--- src/rtl/adder_muldiv_seq.sv ---
// Iterative 32-bit unsigned MUL/MULHU/DIVU/REMU sequencer driving one external adder.
// Optional early-out for zero operands when MULDIV_EARLY_OUT_EN is defined.
module adder_muldiv_seq #(
  parameter int XLEN  = 32,
  parameter int CNT_W = 6
) (
  input  logic            clk,
  input  logic            rst_n,
  input  logic            start,
  input  logic [1:0]      op,
  input  logic [XLEN-1:0] a,
  input  logic [XLEN-1:0] b,
  input  logic            kill,
  output logic            busy,
  output logic            done,
  output logic [XLEN-1:0] result,
  output logic [XLEN-1:0] add_a,
  output logic [XLEN-1:0] add_b,
  output logic            add_c0,
  input  logic [XLEN-1:0] add_s,
  input  logic            add_c32
);

  typedef enum logic [1:0] {
    S_IDLE = 2'd0,
    S_RUN  = 2'd1,
    S_DONE = 2'd2
  } state_t;

  localparam logic [CNT_W-1:0] CNT_LAST = CNT_W'(XLEN - 1);

  state_t            state;
  state_t            state_nxt;
  logic [XLEN-1:0]   hi;
  logic [XLEN-1:0]   lo;
  logic [XLEN-1:0]   mcand;
  logic [CNT_W-1:0]  cnt;
  logic [1:0]        op_q;

  logic              accept;
  logic              div_zero;
  logic              quick;
  logic [XLEN-1:0]   quick_res;
  logic [XLEN-1:0]   div_rem;
  logic              div_ok;
  logic [XLEN-1:0]   hi_step;
  logic [XLEN-1:0]   lo_step;
  logic [XLEN-1:0]   result_nxt;

  // op[1] selects divide, op[0] selects the hi half (MULHU/REMU).
  assign accept   = (state == S_IDLE) && start && !kill;
  assign div_zero = op[1] && (b == '0);

`ifdef MULDIV_EARLY_OUT_EN
  assign quick = div_zero || (a == '0) || (!op[1] && (b == '0));
`else
  assign quick = div_zero;
`endif

  always_comb begin
    quick_res = '0;
    if (div_zero) begin
      quick_res = op[0] ? a : '1;
    end
  end

  // FSM: state register
  always_ff @(posedge clk or negedge rst_n) begin
    if (!rst_n) begin
      state <= S_IDLE;
    end else begin
      state <= state_nxt;
    end
  end

  // FSM: next state
  always_comb begin
    state_nxt = state;
    case (state)
      S_IDLE: begin
        if (accept) begin
          state_nxt = quick ? S_DONE : S_RUN;
        end
      end
      S_RUN: begin
        if (kill) begin
          state_nxt = S_IDLE;
        end else if (cnt == CNT_LAST) begin
          state_nxt = S_DONE;
        end
      end
      S_DONE: begin
        state_nxt = S_IDLE;
      end
      default: begin
        state_nxt = S_IDLE;
      end
    endcase
  end

  // FSM: outputs, including the adder drive
  assign div_rem = {hi[XLEN-2:0], lo[XLEN-1]};

  always_comb begin
    busy   = (state != S_IDLE);
    done   = (state == S_DONE);
    add_a  = '0;
    add_b  = '0;
    add_c0 = 1'b0;
    if (state == S_RUN) begin
      if (op_q[1]) begin
        add_a  = div_rem;
        add_b  = ~mcand;
        add_c0 = 1'b1;
      end else begin
        add_a  = hi;
        add_b  = lo[0] ? mcand : '0;
      end
    end
  end

  // One iteration of shift-add multiply or restoring divide.
  always_comb begin
    div_ok = hi[XLEN-1] | add_c32;
    if (op_q[1]) begin
      hi_step = div_ok ? add_s : div_rem;
      lo_step = {lo[XLEN-2:0], div_ok};
    end else begin
      hi_step = {add_c32, add_s[XLEN-1:1]};
      lo_step = {add_s[0], lo[XLEN-1:1]};
    end
  end

  always_comb begin
    if (state == S_RUN) begin
      result_nxt = op_q[0] ? hi_step : lo_step;
    end else begin
      result_nxt = quick_res;
    end
  end

  always_ff @(posedge clk or negedge rst_n) begin
    if (!rst_n) begin
      hi    <= '0;
      lo    <= '0;
      mcand <= '0;
      cnt   <= '0;
      op_q  <= 2'b00;
    end else if (accept) begin
      hi    <= '0;
      lo    <= a;
      mcand <= b;
      cnt   <= '0;
      op_q  <= op;
    end else if ((state == S_RUN) && !kill) begin
      hi    <= hi_step;
      lo    <= lo_step;
      cnt   <= cnt + CNT_W'(1);
    end
  end

  // Result only moves on entry to DONE, so a kill leaves the previous value.
  always_ff @(posedge clk or negedge rst_n) begin
    if (!rst_n) begin
      result <= '0;
    end else if (state_nxt == S_DONE) begin
      result <= result_nxt;
    end
  end

endmodule
--- config.mk ---
export PLATFORM = sky130hd
export DESIGN_NAME = adder_muldiv_seq
export DESIGN_NICKNAME = d
export VERILOG_FILES = /design/src/rtl/adder_muldiv_seq.sv
export SDC_FILE = /design/constraint.sdc
export NUM_CORES = 1
export LEC_CHECK = 0
export ABC_CLOCK_PERIOD_IN_PS = 4700
export BUFFER_PORTS_ARGS = -buffer_cell sky130_fd_sc_hd__buf_4
export CAP_MARGIN = 15
export CORE_MARGIN = 3
export CORE_UTILIZATION = 38
export DETAILED_ROUTE_END_ITERATION = 7
export REMOVE_ABC_BUFFERS = 1
export SLEW_MARGIN = 20
export SYNTH_ARGS = -nofsm -noshare
export SYNTH_HDL_FRONTEND = slang
export SYNTH_SLANG_ARGS = --single-unit
--- constraint.sdc ---
create_clock -name clk -period 4.7 [get_ports clk]
set_input_delay 0 -clock clk [delete_from_list [all_inputs] [get_ports clk]]
set_output_delay 0 -clock clk [all_outputs]
set_load 0.05 [all_outputs]
==> reports/results.tsv, run 1 <==
metric	value	unit
post-route cell area	11980	sq um
Yosys warnings	0	
CTS max path bufs	2	
antenna viol nets, final	0	
mean area per synthesized cell	11.05	sq um
Initial Utilization	0.3918	
post-synthesis cell type count	36	
sequential element share of the synthesized area	0.3978	
P per Cell Area	393.9	nW/um^2
CTS tree	done	
synthesized flop and latch total	138	
final hold vios	0	
CP endpoint	lo[31]	
Post-Route WL	26820	um
Crit. End Element	register	
WL/cell	20.00	um
# H-tree levels	4	
r2r setup slk	1790	ps
worst-path maximum fanout	69	
first-pass GRT wire length	42770	um
Die X	157.2	um
Fmax	343.6	MHz
max-cap viol count	0	
post-DP HPWL	17170	um
Pre-antenna DRT Iters	4	
Worst-Margin Slew	1019	ps
Num CTS Buffers	17	
Die ar.	24700	sq um
Final period util	0.6191	
Reg-to-Reg Start	op_q[1]	
Crit path arrival time	3200	ps
initial antenna violation count	0	
Slew Limit Fails	0	
CP startpoint	op_q[1]	
RSZ-0062 raised after global routing	no	
CP required	4990	ps
PortBufs	201	
number of I/O pins	202	
gr usage total	0.2193	
r2r worst-path depth	5	
CTS root buffer	clkbuf_16	
Remaining Overflow, GRT	0	
ANT cells	0	
LEAKAGE	5.518	nW
Setup TNS	0	ps
post-CTS setup buffers	0	
minimum clock period	2910	ps
fraction of final layout cells sized beyond drive strength 1	0.3591	
pin count of the biggest net entering global routing	70	
# clock sinks	138	
worst r2r dst	lo[31]	
Setup CP Type	register to register	
worst skew pair latency	420	ps
vias per std cell	5.471	
core region area	22160	sq um
clk_skew	20.93	ps
Post-Synthesis Cell Area	8682	sq um
Cell Rows	54	
Critical Path Start Type	register	
initial DRC count	357	
vias in the first global route	7484	
Clk pin slew, worst setup/hold paths	60	ps
Final setup violation count	0	
Cell Area, Placed	10420	sq um
Final nets	1153	
status	complete, no violations	
worst hold path type	primary input to register	
Die H	157.2	um
Syn Inst Count	786	
vias after detailed routing	7336	
Residual DRC	0	
area added between synthesis and finish	37.96	%
max-slew headroom at the worst pin	0.3210	
Worst Hold Launch	add_s[1]	
maximum vdd drop	0.0002686	V
routability cong.	0.7650	
-- worst min path at each step --
stage / endpoint / slack, ps / depth (start not counted)
finish: hi[0] / 8 / 4
global route: hi[0] / 20 / 4
CTS: hi[0] / 4 / 4
detailed placement: result[3] / 70 / 1
global placement: result[3] / 60 / 1
floorplan: cnt[0] / -300 / 0
-- where the power goes --
part / total (mW) / internal (mW) / switching, mW
Clock: 1.34 / 0.830 / 0.513
Sequential: 1.71 / 1.40 / 0.307
Combinational: 1.67 / 0.847 / 0.822
Total: 4.72 / 3.08 / 1.64
-- state kept, by name, indices dropped and copies added (netlist names) --
name / flops
op_q: 2
state: 2
cnt: 6
lo: 32
mcand: 32
hi: 32
result: 32
-- final cells by class --
class                   instances  area [sq um]
clock inverters                 8         92.59
flip-flops and latches        138          3458
clock buffers                  23         488.0
well taps                     280         350.3
multi-input cells             574          4951
fillers                      1960         10180
repair buffers                315          2626
inverters                       3         11.26
-- placed cells by master, fill, tap and decap left out, types with 17 or more instances in the layout --
master | synthesis | routed
mux2_2 | 71 | 71
dfrtp_1 | 138 | 136
nand2_1 | 43 | 42
mux2_4 | 24 | 24
nor2_1 | 104 | 103
clkbuf_16 | 0 | 17
a221o_1 | 32 | 32
buf_4 | 0 | 215
o21ai_0 | 36 | 36
nor2b_1 | 35 | 33
mux4_2 | 29 | 29
o2bb2ai_1 | 30 | 30
mux2i_1 | 126 | 126
dlygate4sd3_1 | 0 | 98
-- worst max-delay path, stage by stage (launching register included) --
cell           delay, ps
dfrtp_4             1100
buf_4                510
mux2i_1              270
nor2_1                60
a221o_1              270
dlygate4sd3_1        550
-- repair_timing --
item,in CTS,in global routing
endpoints found under the hold margin,179,0
hold buffers,98,0
gates resized for setup,0,0
-- stage by stage --
| step | power, mW | setup slack, ps | hold slack [ps] | util | instances |
|---|---|---|---|---|---|
| 2_1_floorplan | 2.914 | -7596 | -295.6 | - | 715 |
| 3_3_place_gp | 3.307 | 1995 | 63.97 | 0.4700 | 1212 |
| 3_5_place_dp | 3.331 | 1969 | 67.64 | 0.4700 | 1212 |
| 4_1_cts | 4.755 | 1815 | 4.100 | 0.5405 | 1341 |
| 5_1_grt | 4.966 | 1669 | 19.61 | 0.5405 | 1341 |
| 6_report | 4.719 | 1790 | 7.547 | 0.5405 | 1341 |
-- layer usage --
layer | GRT usage | part of all wire | vias up
li1 | - | - | 3428
met4 | 0.05868 | 0.013 | 0
met2 | 0.3645 | 0.50 | 173
met1 | 0.2992 | 0.45 | 3717
met3 | 0.03574 | 0.036 | 18
met5 | 0 | 0 | -
-- synth_stat cells --
library cell	n	share of area
o21a_1	1	0.00087
nor2_1	104	0.045
nor4_1	6	0.0043
or4_1	1	0.00087
a221o_1	32	0.037
o21ai_0	36	0.021
o2bb2ai_1	30	0.030
mux2i_1	126	0.15
or2_2	1	0.00072
a211oi_1	1	0.00087
buf_6	3	0.0039
buf_2	18	0.010
nor2_2	1	0.00072
dfrtp_1	138	0.40
inv_1	3	0.0013
nand2_1	43	0.019
mux4_2	29	0.075
a21oi_1	5	0.0029
and2_1	1	0.00072
xor2_1	3	0.0030
nand2b_1	2	0.0014
ha_1	1	0.0014
a31oi_1	2	0.0014
o22ai_1	3	0.0022
mux2_4	24	0.042
nor3_1	2	0.0012
nand4_1	5	0.0036
buf_1	14	0.0061
nor4b_1	2	0.0020
or3_1	3	0.0022
mux2_2	71	0.092
nand3b_1	1	0.00087
o32ai_1	1	0.0010
clkbuf_1	36	0.016
a22o_1	2	0.0020
nor2b_1	35	0.025
-- cell families after synthesis --
family | share of synthesized area
muxes | 0.3541
and+or+nand+nor | 0.1074
DFF | 0.3978
AOI/OAI and AO/OA | 0.09915
buffers and inverters | 0.03718
xor gates and xnor gates | 0.003027
adders and majority gates | 0.001441
Note: power is estimated with default switching activity, not from simulation.
==> inputs of run 2 (changes only) <==
--- a/config.mk
+++ b/config.mk
@@ -5,7 +5,7 @@
 export SDC_FILE = /design/constraint.sdc
 export NUM_CORES = 1
 export LEC_CHECK = 0
-export ABC_CLOCK_PERIOD_IN_PS = 4700
+export ABC_CLOCK_PERIOD_IN_PS = 3000
 export BUFFER_PORTS_ARGS = -buffer_cell sky130_fd_sc_hd__buf_4
 export CAP_MARGIN = 15
 export CORE_MARGIN = 3
==> constraint.sdc (replaced) <==
create_clock -name clk -period 3 [get_ports clk]
set_input_delay 0 -clock clk [delete_from_list [all_inputs] [get_ports clk]]
set_output_delay 0 -clock clk [all_outputs]
set_load 0.05 [all_outputs]
==> reports/results.tsv, run 2 (synthesized netlist as in run 1, its figures left out) <==
metric	value	unit	change
number of I/O pins	202		unchanged
Crit-path slowest cell	nor4b_2		
Largest stage delay, worst path	670	ps	-430 ps
vias per std cell	5.377		-1.7%
Clk pin slew, worst setup/hold paths	60	ps	about the same
max-cap viol count	0		unchanged
most frequent cells in the layout	buf_4, dfrtp_1, mux2i_1		
clk_skew	8.675	ps	-12.26 ps
Crit. End Element	register		
Critical Path Start Type	register		
Pre-antenna DRT Iters	5		+1
WL/cell	19.73	um	-1.4%
Initial Utilization	0.3918		unchanged
Final setup violation count	0		unchanged
fraction of final layout cells sized beyond drive strength 1	0.3524		-0.006652
initial DRC count	346		-3.1%
worst skew pair latency	420	ps	about the same
post-route cell area	12020	sq um	+0.38%
vias after detailed routing	7238		-1.3%
Final nets	1156		+0.26%
commonest non-fill, non-tap cell in the layout	buf_4		
multi-input logic area	4951	sq um	unchanged
# fillers	1957		-0.15%
post-CTS setup buffers	0		unchanged
routability cong.	0.8016		+4.8%
worst hold path type	primary input to register		
max-slew headroom at the worst pin	0.3842		+0.06323
LEAKAGE	5.525	nW	+0.13%
pin count of the biggest net entering global routing	77		+10%
Die ar.	24700	sq um	unchanged
# clock sinks	138		unchanged
worst-path maximum fanout	42		-39%
core region area	22160	sq um	unchanged
Die X	157.2	um	unchanged
status	complete, no violations		
Crit path arrival time	3190	ps	about the same
area added between synthesis and finish	38.48	%	
antenna viol nets, final	0		unchanged
gr usage total	0.2177		-0.001598
# H-tree levels	4		unchanged
post-DP HPWL	16900	um	-1.6%
Residual DRC	0		unchanged
Slew Limit Fails	0		unchanged
Sequential cell area	3458	sq um	unchanged
CP Cell Sequence	nor4b_2 > buf_6 > buf_4 > a221o_1 > dlygate4sd3_1		
initial antenna violation count	1		+1
Cell Area, Placed	10490	sq um	+0.67%
CTS max path bufs	2		unchanged
CTS root buffer	clkbuf_16		
Cell Rows	54		unchanged
Remaining Overflow, GRT	0		unchanged
RSZ-0062 raised after global routing	no		
crit path buf inv count	3		+1
Total Power	7.276	mW	+54%
P per Cell Area	605.2	nW/um^2	+54%
Final period util	0.9438		+0.3246
first-pass GRT wire length	42220	um	-1.3%
Top delay family on crit path	buffers and inverters		
Fmax	353.2	MHz	+2.8%
Worst-Margin Slew	921.7	ps	-96.89 ps
Num CTS Buffers	17		unchanged
Post-Route WL	26550	um	-1.0%
maximum vdd drop	0.0004078	V	+52%
CTS tree	done		
Setup CP Type	register to register		
final hold vios	0		unchanged
minimum clock period	2831	ps	-78.70 ps
CP required	3360	ps	-1630 ps
vias in the first global route	7607		+1.6%
PortBufs	201		unchanged
Die H	157.2	um	unchanged
run 2: worst paths after layout:
check / startpoint / end / slack, ps / cells past startpoint
worst max register to register: state[1] / lo[31] / 170 / 5
worst min-delay path: op[0] / op_q[0] / 3 / 3
worst max-delay path: state[1] / lo[31] / 170 / 5
max in group asynchronous: rst_n / hi[28] / 2040 / 3
min in group asynchronous: rst_n / mcand[5] / 190 / 2
worst min register to register: result[20] / result[20] / 510 / 1
run 2: layout make-up:
| cell class | instances | area share |
|---|---|---|
| Multi-Input combinational cell | 574 | 0.4118 |
| Sequential cell | 138 | 0.2876 |
| Timing Repair Buffer | 318 | 0.2262 |
| Clock buffer | 28 | 0.04048 |
| Tap cell | 280 | 0.02914 |
| Clock inverter | 3 | 0.003330 |
| Inverter | 3 | 0.0009366 |
| Antenna cell | 2 | 0.0004163 |
run 2: per-layer routing:
layer | vias to the layer above | track usage | share of wire
met1 | 3582 | 0.3008 | 0.46
li1 | 3433 | - | -
met5 | - | 0 | 0
met2 | 188 | 0.3461 | 0.47
met3 | 35 | 0.04179 | 0.044
met4 | 0 | 0.07149 | 0.023
run 2: where the power goes:
part / switching [mW] / internal [mW]
registers: 0.443 / 2.19
logic: 1.32 / 1.36
clock network: 0.783 / 1.18
run 2: worst min-delay path, delay by kind of cell:
| family | cells | cell delay [ps] |
|---|---|---|
| AOI/OAI and AO/OA | 1 | 70 |
| and+or+nand+nor | 1 | 80 |
| buffers and inverters | 1 | 210 |
run 2: repair_timing:
item | in CTS | in global routing
endpoints found under the hold margin | 189 | 0
hold buffers | 100 | 0
gates resized for setup | 0 | 1
endpoints found under the setup margin | 0 | 1
run 2: through the flow:
| stage | utilization | hold slack [ps] | setup slack, ps | setup TNS (ps) | cells |
|---|---|---|---|---|---|
| 2_1_floorplan | - | -295.6 | -9296 | -1269420 | 715 |
| 3_3_place_gp | 0.4732 | 105.4 | 628.8 | 0 | 1213 |
| 3_5_place_dp | 0.4732 | 100.8 | 565.1 | 0 | 1213 |
| 4_1_cts | 0.5421 | 0.2844 | 56.65 | 0 | 1344 |
| 5_1_grt | 0.5424 | 29.71 | 28.59 | 0 | 1345 |
| 6_report | 0.5425 | 2.654 | 168.7 | 0 | 1346 |
